$ cat config.mk
export PLATFORM = sky130hd
export DESIGN_NAME = alert_handler_class_ctrl
export DESIGN_NICKNAME = d
export VERILOG_FILES = /design/src/rtl/alert_handler_reg_pkg.sv /design/src/rtl/alert_handler_accu.sv /design/src/rtl/alert_handler_class_ctrl.sv
export SDC_FILE = /design/constraint.sdc
export NUM_CORES = 1
export LEC_CHECK = 0
export BUFFER_PORTS_ARGS = -buffer_cell sky130_fd_sc_hd__clkbuf_2
export CAP_MARGIN = 0
export CORE_ASPECT_RATIO = 0.6
export CORE_MARGIN = 3
export CORE_UTILIZATION = 46
export CTS_CLUSTER_DIAMETER = 60
export DETAILED_ROUTE_END_ITERATION = 16
export PLACE_DENSITY = 0.78
export SLEW_MARGIN = 20
export SYNTH_ARGS = -nofsm -noshare
export SYNTH_HDL_FRONTEND = slang
export SYNTH_SLANG_ARGS = --single-unit
$ cat constraint.sdc
create_clock -name clk_i -period 5.25 [get_ports clk_i]
set_clock_uncertainty 0.2 [all_clocks]
set_input_delay 0.7875 -clock clk_i [delete_from_list [all_inputs] [get_ports clk_i]]
set_output_delay 0.7875 -clock clk_i [all_outputs]
set_load 0.02 [all_outputs]
$ cat src/rtl/alert_handler_reg_pkg.sv
// Shared sizing constants and escalation FSM state encoding for the alert
// handler class controller.
package alert_handler_reg_pkg;

    localparam int unsigned N_ESC_SEV = 4;
    localparam int unsigned N_PHASES  = 4;
    localparam int unsigned PHASE_DW  = 2;
    localparam int unsigned AccuCntDw = 16;
    localparam int unsigned EscCntDw  = 32;

    typedef enum logic [2:0] {
        st_idle     = 3'b000,
        st_timeout  = 3'b001,
        st_terminal = 3'b011,
        st_phase0   = 3'b100,
        st_phase1   = 3'b101,
        st_phase2   = 3'b110,
        st_phase3   = 3'b111
    } cstate_e;

    // True once escalation has started (any phase or the terminal state).
    function automatic logic is_esc_state(input cstate_e st);
        return st[2] | (st == st_terminal);
    endfunction

endpackage

$ cat src/rtl/alert_handler_accu.sv
// Saturating alert accumulator with a combinational threshold-crossing pulse
// evaluated against the pre-increment count.
module alert_handler_accu #(
    parameter int unsigned AccuCntDw = alert_handler_reg_pkg::AccuCntDw
) (
    input  logic                 clk_i,
    input  logic                 rst_ni,
    input  logic                 clr_i,
    input  logic                 hit_i,
    input  logic [AccuCntDw-1:0] accu_thresh_i,
    output logic [AccuCntDw-1:0] accu_cnt_o,
    output logic                 accu_trig_o
);

    logic [AccuCntDw-1:0] accu_cnt_r;

    // Accumulator: clear wins, otherwise count hits up to all-ones.
    always_ff @(posedge clk_i or negedge rst_ni) begin
        if (!rst_ni) begin
            accu_cnt_r <= {AccuCntDw{1'b0}};
        end else if (clr_i) begin
            accu_cnt_r <= {AccuCntDw{1'b0}};
        end else if (hit_i && (accu_cnt_r != {AccuCntDw{1'b1}})) begin
            accu_cnt_r <= accu_cnt_r + {{(AccuCntDw-1){1'b0}}, 1'b1};
        end else begin
            accu_cnt_r <= accu_cnt_r;
        end
    end

    // rst_ni gating keeps the pulse quiet while reset is held.
    assign accu_trig_o = rst_ni & hit_i & (accu_cnt_r >= accu_thresh_i);
    assign accu_cnt_o  = accu_cnt_r;

endmodule

$ cat src/rtl/alert_handler_class_ctrl.sv
// Alert class controller: accumulator, interrupt timeout and phased escalation.
// Optional macro ALERT_HANDLER_CLASS_CLR_LOCK_EN adds clr_lock_i to lock clear.
module alert_handler_class_ctrl
    import alert_handler_reg_pkg::*;
#(
    parameter int unsigned AccuCntDw = alert_handler_reg_pkg::AccuCntDw,
    parameter int unsigned EscCntDw  = alert_handler_reg_pkg::EscCntDw,
    parameter int unsigned N_ESC_SEV = alert_handler_reg_pkg::N_ESC_SEV,
    parameter int unsigned N_PHASES  = alert_handler_reg_pkg::N_PHASES,
    parameter int unsigned PHASE_DW  = alert_handler_reg_pkg::PHASE_DW
) (
    input  logic                          clk_i,
    input  logic                          rst_ni,
    input  logic                          en_i,
    input  logic                          class_trig_i,
    input  logic                          clr_i,
`ifdef ALERT_HANDLER_CLASS_CLR_LOCK_EN
    input  logic                          clr_lock_i,
`endif
    input  logic [AccuCntDw-1:0]          accu_thresh_i,
    input  logic [EscCntDw-1:0]           timeout_cyc_i,
    input  logic [N_PHASES*EscCntDw-1:0]  phase_cyc_i,
    input  logic [N_ESC_SEV-1:0]          esc_en_i,
    input  logic [N_ESC_SEV*PHASE_DW-1:0] esc_map_i,
    output logic [AccuCntDw-1:0]          accu_cnt_o,
    output logic                          accu_trig_o,
    output logic [N_ESC_SEV-1:0]          esc_sig_o,
    output logic [2:0]                    esc_state_o,
    output logic [EscCntDw-1:0]           esc_cnt_o
);

    localparam logic [EscCntDw-1:0] ESC_ZERO = {EscCntDw{1'b0}};
    localparam logic [EscCntDw-1:0] ESC_ONE  = {{(EscCntDw-1){1'b0}}, 1'b1};
    localparam logic [EscCntDw-1:0] ESC_MAX  = {EscCntDw{1'b1}};

    cstate_e               state_r, state_s;
    logic [EscCntDw-1:0]   esc_cnt_r, esc_cnt_s;
    logic                  hit_s, clr_s, accu_trig_s;
    logic [PHASE_DW-1:0]   phase_idx_s;
    logic [EscCntDw-1:0]   phase_cyc_s [N_PHASES];
    logic [EscCntDw-1:0]   phase_last_s, cnt_inc_s;
    logic                  phase_done_s, tmo_done_s;
    logic [N_ESC_SEV-1:0]  esc_sig_s;

    assign hit_s = en_i & class_trig_i;

`ifdef ALERT_HANDLER_CLASS_CLR_LOCK_EN
    assign clr_s = clr_i & ~(clr_lock_i & is_esc_state(state_r));
`else
    assign clr_s = clr_i;
`endif

    alert_handler_accu #(
        .AccuCntDw (AccuCntDw)
    ) u_accu (
        .clk_i         (clk_i),
        .rst_ni        (rst_ni),
        .clr_i         (clr_s),
        .hit_i         (hit_s),
        .accu_thresh_i (accu_thresh_i),
        .accu_cnt_o    (accu_cnt_o),
        .accu_trig_o   (accu_trig_s)
    );

    for (genvar k = 0; k < N_PHASES; k++) begin : g_phase_cyc
        assign phase_cyc_s[k] = phase_cyc_i[k*EscCntDw +: EscCntDw];
    end

    // Phase index is the low bits of a phase state; a zero duration still lasts one cycle.
    assign phase_idx_s  = state_r[PHASE_DW-1:0];
    assign phase_last_s = (phase_cyc_s[phase_idx_s] == ESC_ZERO) ? ESC_ZERO
                                                                 : (phase_cyc_s[phase_idx_s] - ESC_ONE);
    assign phase_done_s = (esc_cnt_r >= phase_last_s);
    assign tmo_done_s   = (esc_cnt_r >= (timeout_cyc_i - ESC_ONE));
    assign cnt_inc_s    = (esc_cnt_r == ESC_MAX) ? esc_cnt_r : (esc_cnt_r + ESC_ONE);

    // Next-state and counter logic; clear overrides every other event.
    always_comb begin
        state_s   = state_r;
        esc_cnt_s = esc_cnt_r;
        if (clr_s) begin
            state_s   = st_idle;
            esc_cnt_s = ESC_ZERO;
        end else begin
            case (state_r)
                st_idle: begin
                    esc_cnt_s = ESC_ZERO;
                    if (accu_trig_s) begin
                        state_s = st_phase0;
                    end else if (hit_s && (timeout_cyc_i != ESC_ZERO)) begin
                        state_s = st_timeout;
                    end else begin
                        state_s = st_idle;
                    end
                end
                st_timeout: begin
                    if (accu_trig_s || tmo_done_s) begin
                        state_s   = st_phase0;
                        esc_cnt_s = ESC_ZERO;
                    end else begin
                        esc_cnt_s = cnt_inc_s;
                    end
                end
                st_phase0, st_phase1, st_phase2: begin
                    if (phase_done_s) begin
                        state_s   = cstate_e'(state_r + 3'd1);
                        esc_cnt_s = ESC_ZERO;
                    end else begin
                        esc_cnt_s = cnt_inc_s;
                    end
                end
                st_phase3: begin
                    if (phase_done_s) begin
                        state_s   = st_terminal;
                        esc_cnt_s = ESC_ZERO;
                    end else begin
                        esc_cnt_s = cnt_inc_s;
                    end
                end
                st_terminal: begin
                    state_s   = st_terminal;
                    esc_cnt_s = ESC_ZERO;
                end
                default: begin
                    state_s   = st_idle;
                    esc_cnt_s = ESC_ZERO;
                end
            endcase
        end
    end

    // State and counter registers.
    always_ff @(posedge clk_i or negedge rst_ni) begin
        if (!rst_ni) begin
            state_r   <= st_idle;
            esc_cnt_r <= ESC_ZERO;
        end else begin
            state_r   <= state_s;
            esc_cnt_r <= esc_cnt_s;
        end
    end

    // Severity s fires while the FSM sits in the phase mapped to it.
    always_comb begin
        esc_sig_s = {N_ESC_SEV{1'b0}};
        for (int s = 0; s < N_ESC_SEV; s++) begin
            esc_sig_s[s] = esc_en_i[s] & state_r[2] &
                           (esc_map_i[s*PHASE_DW +: PHASE_DW] == phase_idx_s);
        end
    end

    assign accu_trig_o = accu_trig_s;
    assign esc_sig_o   = esc_sig_s;
    assign esc_state_o = state_r;
    assign esc_cnt_o   = esc_cnt_r;

endmodule

# Yosys cells after proc, flatten, opt, wreduce, memory -nomap -nowiden
# Index checks and enable logic that the tools add are counted.
# word_totals
register_bits	51
latchBits	0
ram_bits	0
romBits	0
in_bits	193
output_inout_bits	56
word_cells	67
n_memories	0
# classes
add_sub_neg	5
n_mul	0
n_div	0
order_cmp	4
eq_ne	15
n_shift	0
mux	18
bitwise_logic	12
n_reduce_logical	10
# ops
op	count
$mux W32	7
$bmux W32 S2	1
$ge A32 B32 Y1	2
$pmux W32 S2	1
$sub A32 B1 Y32 const B	2
$add A32 B1 Y32 const B	1
$eq A32 B32 Y1 const B	1
$logic_not A32 Y1	1
$mux W16	2
$reduce_bool A32 Y1	1
$add A16 B1 Y16 const B	1
$ge A16 B16 Y1	1
$ne A16 B16 Y1 const B	1
$mux W3	5
$pmux W3 S5	1
$eq A3 B3 Y1 const B	4
$and A1 B1 Y1	11
$ne A3 B3 Y1 const B	3
$eq A2 B2 Y1	4
$reduce_or A4 Y1	1
$add A3 B1 Y3 const B	1
$eq A3 B1 Y1 const B	1
$eq A3 B2 Y1 const B	1
$ge A3 B3 Y1 const B	1
8 further kinds	9

# Depth between registers and ports, before layout
# Gate-level depths: netlist (run 1).
# depth
depth_word	10
depth_mapped	24

# By module
# Synthesis (run 1) repeated with hierarchy kept, for this count alone.
# hier_totals
cells_unflattened	790
area_unflattened_um2	6815.3
# by_module_without_submodules
module	instances	cells_each	area_each_um2	seq_area_each_um2
alert_handler_class_ctrl	1	645	5542.8	875.8
alert_handler_accu	1	145	1272.5	400.4

# Worst setup path before layout (run 1)
# No wires, ideal clock.
# synth_path
kind	flip-flop to flip-flop
from	reg state_r[0], in the netlist esc_state_o[0]
to	reg state_r[2], in the netlist esc_state_o[2]
setup_time_ns	0.142
arrival_time_ns	5.171
required_ns	4.908
slack_ns	-0.263
stages_incl_launch_ff	25
path_buffers	6
period_less_slack_ns	5.513
path_cell_list	dfrtp_1 -> buf_6 -> buf_6 -> buf_6 -> mux4_2 -> inv_1 -> ha_1 -> inv_1 -> or4_1 -> clkbuf_1 -> or2_1 -> clkbuf_1 -> nor2_1 -> nand4_1 -> xnor2_1 -> nand2_1 -> ha_1 -> nand2_1 -> o21ai_0 -> a41oi_1 -> o311ai_0 -> a31oi_1 -> o21ai_1 -> clkbuf_1 -> o32ai_1
# synth_via
elab_chain_cells	9
# synth_lines
item	line	source
start, declared	alert_handler_class_ctrl.sv:36	cstate_e state_r, state_s;
start signal, assigned	alert_handler_class_ctrl.sv:135	state_r <= st_idle;
start signal, assigned	alert_handler_class_ctrl.sv:138	state_r <= state_s;
$not A2 Y3 (implied by the code)	alert_handler_class_ctrl.sv:71, alert_handler_class_ctrl.sv:72	
$bmux W32 S2	alert_handler_class_ctrl.sv:71, alert_handler_class_ctrl.sv:72	
$mux W32 (implied by the code) (2 in a row)	alert_handler_class_ctrl.sv:71, alert_handler_class_ctrl.sv:72	
$sub A32 B1 Y32 or $logic_not A32 Y1 (tied branches)	alert_handler_class_ctrl.sv:72, alert_handler_class_ctrl.sv:71	
$mux W32	alert_handler_class_ctrl.sv:71	assign phase_last_s = (phase_cyc_s[phase_idx_s] == ESC_ZERO) ? ESC_ZERO
$ge A32 B32 Y1	alert_handler_class_ctrl.sv:73	assign phase_done_s = (esc_cnt_r >= phase_last_s);
$ne A3 B3 Y1 (no source line)	--	
$reduce_and A3 Y1 (no source line)	--	
# Several ways; a longest one is shown, not always the timed one. The select of a mux whose other input is x is not followed.
# A chain may end at the register's enable or synchronous reset.

# Worst setup path in the final report (run 1)
# Ends and elaborated chain as after synthesis.

==> impl_metrics.py, run 1 <==
metrics = {
    "outcome": {
        "status": "completed",
    },
    "grt": {
        "grtUsageTotal_pct": 26.3,
        "grt_max_degree": 53,
        "grt_pass1_vias": 6512,
        "antenna_found_initial": 0,
        "busiest_layer": "met1",
        "grt_pass1_wl_mm": 34.0,
        "gr-total-overflow": 0,
        "grtUsageMet2_pct": 38.1,
        "grt_use_met3_pct": 6.33,
        "met1_usage_pct": 40.5,
    },
    "clock_tree": {
        "cts_sinks": 51,
        "cts_tree": "done",
        "numCtsBuffers": 5,
        "h-tree-depth": 2,
        "ctsHoldBuffers": 0,
        "clkTransAtPathRegs_ns": 0.07,
        "ctsLongestPathBuffers": 2,
        "clock_latency_ns": 0.30,
        "clockRootBuffer": "clkbuf_16",
    },
    "cells_and_area": {
        "final_cells": 1261,
        "final_nets": 1353,
        "design_area_sq_um": 8720,
        "syn_to_final_growth_pct": 30.7,
        "n_antenna_cell": 0,
        "postLayoutCoreUtil_pct": 62.7,
        "final_layout_size_suffix_gt1_share_pct": 34.4,
    },
    "place": {
        "dpl.cell_count": 1246,
        "post_dp_cell_area_sq_um": 8380,
        "finalWeightedCongestion": 0.953,
        "dp_hpwl_mm": 18.5,
        "portBuffers": 248,
    },
    "worst_hold_path": {
        "hold_class": "flip-flop to flip-flop",
    },
    "critical_path": {
        "path_max_fanout": 8,
        "path_class": "flip-flop to flip-flop",
        "cp.required_ns": 5.25,
        "endpoint_kind": "flip-flop",
        "arrival_ns": 5.14,
        "critPathLaunchType": "flip-flop",
    },
    "timing": {
        "relSlewSlack_pct": 26.4,
        "finalHoldViolations": 0,
        "setup_viol": 0,
        "finalCriticalPeriod_ns": 5.13,
        "tightestPinTransition_ns": 1.09,
        "finalCritPeriodShare_pct": 97.8,
        "drv_slew": 0,
        "fin_tns_setup_ns": 0,
        "fmax_mhz": 195,
    },
    "die": {
        "rows": 33,
        "start_util_pct": 47.9,
        "core_sq_um": 13900,
        "ios": 249,
        "fp.dieH_microns": 99.3,
        "die-area_sq_um": 16000,
        "die_w_microns": 161,
    },
    "power": {
        "p_leak_nw": 4.16,
        "power.density_nw_per_um2": 204,
        "p_total_w": 0.00178,
        "peakVddDrop_mv": 0.162,
    },
    "synthesis": {
        "ys.flop_type": "dfrtp_1",
        "ys_warn_count": 0,
        "ys_seq_elements": 51,
        "synth_edf_count": 0,
        "synth_area_sq_um": 6670,
        "syn-instance-count": 783,
        "syn_nets": 1068,
        "synth.distinct_cells": 60,
        "synth.avg_cell_area_sq_um": 8.52,
        "synth-seq-area-share_pct": 19.1,
        "async_flop_share_pct": 100,
    },
    "routing": {
        "vias": 7107,
        "drt_pre_antenna_iters": 6,
        "drt_iter0_markers": 525,
        "drc_errors": 0,
        "vias_per_cell": 5.64,
        "wl_per_cell_microns": 17.5,
        "drt_wl_total_mm": 22.0,
        "postRouteAntennaNets": 0,
    },
    "flow_run": {
        "cap_violations": 0,
    },
}
[critical path, stage by stage, from the launching register on]
cell	delay (ns)
dfrtp_4	0.51
buf_6	0.14
mux4_2	0.54
or4_1	0.56
and3b_1	0.34
nand3_2	0.13
buf_4	0.17
nor4_1	0.23
xor2_1	0.17
nand2_1	0.07
ha_1	0.30
nand2_1	0.08
o21ai_1	0.15
a211oi_1	0.07
o311ai_2	0.44
a31oi_4	0.10
or4_4	0.55
o32ai_1	0.28
[sequential cells by signal (all words and copies together), names as in the netlist]
register           cells
esc_state_o            3
esc_cnt_o             32
u_accu.accu_cnt_o     16
[path summary, 6_finish.rpt]
path	slack, ns	start	cells past startpoint	endpoint
min in group asynchronous	0.43	rst_ni	2	u_accu.accu_cnt_o[8]
max in group asynchronous	3.90	rst_ni	2	esc_state_o[0]
min	0.41	u_accu.accu_cnt_o[8]	2	u_accu.accu_cnt_o[8]
max	0.12	esc_state_o[0]	17	esc_state_o[2]
max reg2reg	0.12	esc_state_o[0]	17	esc_state_o[2]
min reg2reg	0.41	u_accu.accu_cnt_o[8]	2	u_accu.accu_cnt_o[8]
[where the power goes]
part	switching (W)	leakage [nW]	internal (W)
clock network	0.000155	0.0875	0.000240
registers	0.0000285	0.708	0.000405
logic	0.000498	3.37	0.000449
[cell type report]
| cell class | instances | area, sq um |
|---|---|---|
| well taps | 192 | 240 |
| repair buffers | 299 | 1640 |
| inverters | 41 | 154 |
| clock inverters | 2 | 38.8 |
| fillers | 1212 | 5190 |
| multi-input cells | 670 | 5230 |
| clock buffers | 6 | 139 |
| flip-flops and latches | 51 | 1280 |
[Yosys cell counts (all sizes together) (28+ instances only)]
master	instances	area share [%]
mux4	32	11
xnor2	60	7.9
ha	92	17
xor2	39	5.1
inv	41	2.3
nor2	91	5.1
nand2	87	5.0
nor3	28	2.3
dfrtp	51	19
a21oi	38	2.9
nand3	29	2.3
o21ai	28	2.1
[cell families (layout without fill, tap and decap cells)]
family / count (synthesis) / after routing / share of synthesized area, %
buffers and inverters: 62 / 348 / 4.15
multiplexers: 35 / 35 / 11.3
AND/OR/NAND/NOR: 344 / 344 / 26.2
AO/OA/AOI/OAI: 100 / 100 / 9.04
adder cells (fa/ha/maj): 92 / 92 / 17.3
flip-flops: 51 / 51 / 19.1
XOR/XNOR: 99 / 99 / 13.0
[per-stage QoR]
stage,worst slack (ns),hold WS (ns)
finish,0.116,0.413
global route,-0.0715,0.474
CTS,0.00721,0.415
detailed placement,-0.233,0.397
global placement,-0.116,0.391
floorplan,0.00118,0.292
[layout by cell type, fill, tap and decap left out, types with 3 or more instances in the layout]
cell       instances
clkbuf_2         248
ha_1              92
nor2_1            89
nand2_1           85
xnor2_1           60
dfrtp_1           49
buf_4             49
inv_1             41
xor2_1            39
a21oi_1           38
mux4_2            32
nand3_1           28
nor3_1            25
o21ai_0           25
nor4_1            21
or3_1             16
nand4_1           14
and4_1             8
or4_1              7
and3_1             6
nor2b_1            5
clkbuf_16          5
or4_4              4
and2_1             4
nand2b_1           4
a211oi_1           4
nor4_4             3
nor4_2             3
mux2i_1            3
a21o_1             3
o211ai_1           3
nor3b_1            3
[per-layer routing]
layer / wire [microns] / vias up
li1: - / 3418
met1: 10300 / 3332
met2: 9300 / 327
met3: 2130 / 30
met4: 232 / 0
met5: 0 / -
[repair_timing]
| item | in CTS | in global routing |
|---|---|---|
| setup buffers | 0 | 7 |
| endpoints found under the setup margin | 1 | 35 |
| gates resized for setup | 1 | 21 |
| cloned | 0 | 0 |
| pin swaps | 0 | 4 |
(Power assumes the default switching activity.)
==> inputs of run 2 (changes only) <==
CORE_UTILIZATION = 51   (was 46)
PLACE_DENSITY = 0.82   (was 0.78)
clock period = 4.8 ns   (was 5.25 ns; I/O delays follow)
==> impl_metrics.py, run 2 (same netlist as run 1, synthesis figures left out) <==
metrics = {
    "outcome": {
        "status": "finished, violations left",
        "violations": "setup timing",
    },
    "place": {
        "post_dp_cell_area_sq_um": 8830,
        "finalWeightedCongestion": 0.975,
        "dp_hpwl_mm": 19.6,
        "dpl.cell_count": 1280,
        "portBuffers": 248,
        "preCtsSetupSlack_ns": -0.628,
    },
    "routing": {
        "drt_wl_total_mm": 25.0,
        "drt_pre_antenna_iters": 5,
        "vias": 7803,
        "drc_errors": 0,
        "postRouteAntennaNets": 0,
        "wl_per_cell_microns": 19.2,
        "drt_iter0_markers": 737,
        "vias_per_cell": 5.99,
    },
    "cells_and_area": {
        "multi_input_area_sq_um": 5370,
        "design_area_sq_um": 9350,
        "fill_cells": 884,
        "largest_reg_flops": 32,
        "register_area_sq_um": 1280,
        "postLayoutCoreUtil_pct": 75.3,
        "syn_to_final_growth_pct": 40.2,
        "final_nets": 1422,
        "final_cells": 1303,
        "layout_common_cells": "248 x clkbuf_2, 113 x buf_4, 90 x ha_1",
        "n_antenna_cell": 0,
        "layout_commonest_cell": "clkbuf_2",
        "final_layout_size_suffix_gt1_share_pct": 40.8,
    },
    "grt": {
        "grtUsageTotal_pct": 31.4,
        "grt_pass1_wl_mm": 36.7,
        "antenna_found_initial": 2,
        "gr-total-overflow": 0,
        "grt_max_degree": 53,
        "grt_pass1_vias": 7229,
    },
    "timing": {
        "fin_ws_ns": -0.100,
        "finalCritPeriodShare_pct": 102,
        "tightestPinTransition_ns": 0.850,
        "rsz0062_at_grt": "true",
        "fmax_mhz": 204,
        "timing.hold.ws_ns": 0.369,
        "drv_slew": 0,
        "finalHoldViolations": 0,
        "setup_viol": 13,
        "finalCriticalPeriod_ns": 4.90,
        "relSlewSlack_pct": 42.8,
    },
    "clock_tree": {
        "cts_sinks": 51,
        "numCtsBuffers": 5,
        "clock_latency_ns": 0.30,
        "h-tree-depth": 2,
        "ctsLongestPathBuffers": 2,
        "cts_tree": "done",
        "clockRootBuffer": "clkbuf_16",
        "clkTransAtPathRegs_ns": 0.07,
    },
    "critical_path": {
        "endpoint_kind": "flip-flop",
        "path_class": "flip-flop to flip-flop",
        "cp.required_ns": 4.80,
        "rrSetupSlack_ns": -0.10,
        "path_max_fanout": 11,
        "critPathLaunchType": "flip-flop",
        "arrival_ns": 4.90,
    },
    "die": {
        "start_util_pct": 53.7,
        "core_sq_um": 12400,
        "die-area_sq_um": 14500,
        "ios": 249,
        "die_w_microns": 154,
        "rows": 31,
        "fp.dieH_microns": 94.6,
    },
    "power": {
        "p_leak_nw": 4.51,
        "power.density_nw_per_um2": 228,
        "peakVddDrop_mv": 0.153,
    },
    "flow_run": {
        "cap_violations": 0,
    },
    "worst_hold_path": {
        "hold_class": "primary input to asynchronous set/reset pin",
    },
}
[run 2: cell count changes in the layout (fill, tap and decap cells not counted), sizes merged]
cell      before  now
buf           51  118
clkinvlp       0    2
bufinv         1    0
clkinv         0    1
inv           42   41
nand2         87   88
[run 2: what timing repair did]
item / in CTS / in global routing
setup buffers: 3 / 10
cloned: 0 / 2
pin swaps: 13 / 10
hold buffers: 0 / 0
gates resized for setup: 34 / 16
endpoints found under the setup margin: 35 / 35
[run 2: report_power, final]
group	internal (W)	switching, W
clock	0.000193	0.000172
sequential	0.000441	0.0000212
combinational	0.000648	0.000655
[run 2: final timing paths]
path,start,to,cells after the start
worst max-delay path,esc_state_o[0],esc_state_o[2],19
worst min-delay path,rst_ni,u_accu.accu_cnt_o[8],2
worst max register to register,esc_state_o[0],esc_state_o[2],19
worst min register to register,u_accu.accu_cnt_o[9],u_accu.accu_cnt_o[9],2
max in group asynchronous,rst_ni,esc_state_o[1],2
min in group clk_i,u_accu.accu_cnt_o[9],u_accu.accu_cnt_o[9],2
[run 2: worst max-delay path, cell delays in order, from the launching register on]
cell	delay, ns
dfrtp_2	0.38
buf_12	0.16
buf_6	0.14
mux4_2	0.58
nor4_4	0.34
nand2_1	0.11
or4_4	0.48
nor3_4	0.33
nand2_4	0.14
buf_4	0.19
nand2_1	0.06
ha_1	0.16
nand2_1	0.11
o21ai_1	0.17
a211oi_2	0.06
o311ai_1	0.25
buf_4	0.18
a31oi_4	0.05
or4_4	0.51
o32ai_2	0.21
[run 2: metrics by stage]
step                      TNS [ns]  total power, W
after floorplan              -5.67         0.00117
after global placement      -12.22         0.00155
after detailed placement    -18.57         0.00158
after CTS                        0         0.00201
after global routing         -6.46         0.00224
final                       -0.474         0.00213
[run 2: final cells by class]
cell class              count  area share (%)
clock buffers               5            1.34
repair buffers            367            23.5
well taps                 165            2.21
flip-flops and latches     51            13.7
clock inverters             3           0.214
inverters                  41            1.65
multi-input cells         671            57.4
[run 2: layer usage]
metal	up-vias	track usage, %	part of all wire, %
met2	447	48.8	44
met5	-	0	0.11
li1	3566	-	-
met3	63	8.93	12
met1	3723	44.0	42
met4	4	6.39	2.1
==> inputs of run 3 (changes only) <==
ABC_AREA = 1   (was not set)
CORE_UTILIZATION = 49   (was 51)
PLACE_DENSITY = 0.8   (was 0.82)
clock period = 4.5 ns   (was 4.8 ns; I/O delays follow)
==> impl_metrics.py, run 3 <==
metrics = {
    "timing": {
        "fmax_mhz": 242,
        "tightestPinTransition_ns": 0.688,
        "fin_tns_setup_ns": 0,
        "finalCritPeriodShare_pct": 91.8,
        "fin_ws_ns": 0.371,
        "drv_slew": 0,
        "setup_viol": 0,
        "rsz0062_at_grt": "false",
        "finalCriticalPeriod_ns": 4.13,
        "relSlewSlack_pct": 54.1,
        "finalHoldViolations": 0,
    },
    "die": {
        "die_w_microns": 172,
        "ios": 249,
        "core_sq_um": 15800,
        "start_util_pct": 51.3,
        "fp.dieH_microns": 106,
        "die-area_sq_um": 18100,
        "rows": 35,
    },
    "power": {
        "p_leak_nw": 5.16,
        "peakVddDrop_mv": 0.151,
        "power.density_nw_per_um2": 226,
    },
    "synthesis": {
        "synth_top_area_cell": "nand2_1",
        "ys_warn_count": 0,
        "synthMuxAreaShare_pct": 0.124,
        "synth.distinct_cells": 44,
        "synth_compound_area_share_pct": 11.9,
        "synth_top_family_by_area": "simple AND/OR/NAND/NOR gates",
        "synthTopCellsByCount": "346 x nand2_1, 196 x nor2_1, 150 x inv_1",
        "syn-instance-count": 1322,
        "netlist.area_leader.share_pct": 16.1,
        "yosys.area_share.adder_pct": 14.2,
        "syn_nets": 1607,
        "ys.flop_type": "dfrtp_1",
        "synth-seq-area-share_pct": 15.8,
        "synth_edf_count": 0,
        "synth.avg_cell_area_sq_um": 6.12,
        "synth_xor_area_share_pct": 6.39,
        "async_flop_share_pct": 100,
        "synth_area_leaders": "nand2_1 16%, dfrtp_1 16%, ha_1 14%, nor2_1 9.1%, inv_1 7.0%",
        "ys_seq_elements": 51,
        "yosysMostFrequentCell": "nand2_1",
        "synth-simple-area-share_pct": 41.5,
        "synth_area_sq_um": 8090,
    },
    "clock_tree": {
        "clkTransAtPathRegs_ns": 0.07,
        "numCtsBuffers": 5,
        "clock_latency_ns": 0.30,
        "clockRootBuffer": "clkbuf_16",
        "ctsLongestPathBuffers": 2,
        "ctsHoldBuffers": 0,
        "h-tree-depth": 2,
        "cts_tree": "done",
        "cts_sinks": 51,
    },
    "place": {
        "preCtsSetupSlack_ns": 0.295,
        "post_dp_cell_area_sq_um": 9500,
        "portBuffers": 248,
        "dp_hpwl_mm": 21.8,
        "finalWeightedCongestion": 1.03,
        "dpl.cell_count": 1753,
    },
    "cells_and_area": {
        "layout_commonest_cell": "nand2_1",
        "n_antenna_cell": 0,
        "final_layout_size_suffix_gt1_share_pct": 21.3,
        "final_cells": 1761,
        "register_area_sq_um": 1280,
        "design_area_sq_um": 9650,
        "multi_input_area_sq_um": 6000,
        "syn_to_final_growth_pct": 19.3,
        "fill_cells": 1595,
        "layout_common_cells": "346 x nand2_1, 248 x clkbuf_2, 195 x nor2_1",
        "final_nets": 1842,
        "largest_reg_flops": 32,
    },
    "critical_path": {
        "arrival_ns": 4.11,
        "worstRegToRegCells": 23,
        "path_class": "flip-flop to flip-flop",
        "critPathLaunchType": "flip-flop",
        "path_cells": "inv_2, buf_12, o21ai_0, o22a_2, ha_1, inv_1, nor2_4, inv_2, nor2_1, nand2_1, nand2_1, nand3_1, ha_1, nand2_1, nor2_1, nand4_1, nor4_1, nand2_1, nand2_1, nand2_1, nand2_1, buf_12, nor2_1",
        "max_stage_delay_ns": 0.40,
        "critPathSlowestCell": "dfrtp_2",
        "endpoint_kind": "flip-flop",
        "cp.required_ns": 4.48,
        "path_max_fanout": 38,
        "critPathMostFrequentCell": "nand2_1",
    },
    "routing": {
        "drc_errors": 0,
        "postRouteAntennaNets": 0,
        "wl_per_cell_microns": 14.8,
        "vias_per_cell": 5.41,
        "drt_iter0_markers": 790,
        "drt_pre_antenna_iters": 8,
        "vias": 9524,
        "drt_wl_total_mm": 26.0,
    },
    "grt": {
        "gr-total-overflow": 0,
        "grt_pass1_vias": 8785,
        "antenna_found_initial": 0,
        "grt_pass1_wl_mm": 42.4,
        "grt_max_degree": 71,
        "grtUsageTotal_pct": 28.5,
    },
    "worst_hold_path": {
        "hold_class": "flip-flop to flip-flop",
        "min_delay_path_depth": 2,
    },
    "outcome": {
        "status": "completed",
    },
    "flow_run": {
        "cap_violations": 0,
    },
}
-- run 3: cell count changes in the layout (fill, tap and decap cells not counted), moves of 55 or more --
cell     before  now
nor2_1       88  195
buf_4       113    7
nand3_1      28   83
nand2_1      85  346
inv_1        38  150
-- run 3: per-stage QoR --
stage | hold WS, ns | power, W | utilization (%)
floorplan | 0.179 | 0.00145 | -
global placement | 0.358 | 0.00176 | 60.2
detailed placement | 0.363 | 0.00178 | 60.2
CTS | 0.373 | 0.00217 | 61.1
global route | 0.413 | 0.00238 | 61.2
finish | 0.367 | 0.00218 | 61.2
-- run 3: kinds of logic after synthesis --
kind of cell | after synthesis
AOI/OAI and AO/OA | 170
xor gates and xnor gates | 59
adders and majority gates | 92
buffers and inverters | 189
DFF | 51
muxes | 1
and+or+nand+nor | 760
-- run 3: layer usage --
layer  share of wire [%]  wire, microns  GRT usage (%)  vias to the layer above
met3                  13           3380           9.18                       31
met4                0.72            188           3.42                        0
li1                    -              -              -                     4806
met2                  40          10400           42.1                      473
met1                  46          12000           41.6                     4214
met5                   0              0              0                        -
-- run 3: final cells by class --
cell class              count  area share [%]
repair buffers            259            14.2
inverters                 158            6.17
well taps                 203            2.63
flip-flops and latches     51            13.3
clock inverters             2           0.143
multi-input cells        1082            62.2
clock buffers               6            1.34
-- run 3: final timing paths --
| check | from | to | slack, ns |
|---|---|---|---|
| max | esc_state_o[0] | esc_cnt_o[12] | 0.37 |
| min | u_accu.accu_cnt_o[14] | u_accu.accu_cnt_o[14] | 0.37 |
| max reg2reg | esc_state_o[0] | esc_cnt_o[12] | 0.37 |
| min reg2reg | u_accu.accu_cnt_o[14] | u_accu.accu_cnt_o[14] | 0.37 |
| max in group asynchronous | rst_ni | esc_state_o[0] | 3.15 |
| min in group asynchronous | rst_ni | esc_cnt_o[3] | 0.44 |
-- run 3: report_power, final --
group          internal [W]  leakage (nW)  switching (W)
combinational      0.000466          4.39       0.000838
clock              0.000207        0.0708       0.000182
sequential         0.000468         0.708      0.0000168
-- run 3: critical path: cells and delay by family (launching register included) --
family / cells / cell delay [ns]
AO/OA/AOI/OAI: 2 / 0.33
adder cells (fa/ha/maj): 2 / 0.46
buffers and inverters: 5 / 0.66
flip-flops: 1 / 0.40
AND/OR/NAND/NOR: 14 / 1.93
-- run 3: what timing repair did --
item / in CTS / in global routing
setup endpoints to repair: 0 / 32
gates resized for setup: 0 / 2
buffers inserted: 0 / 0
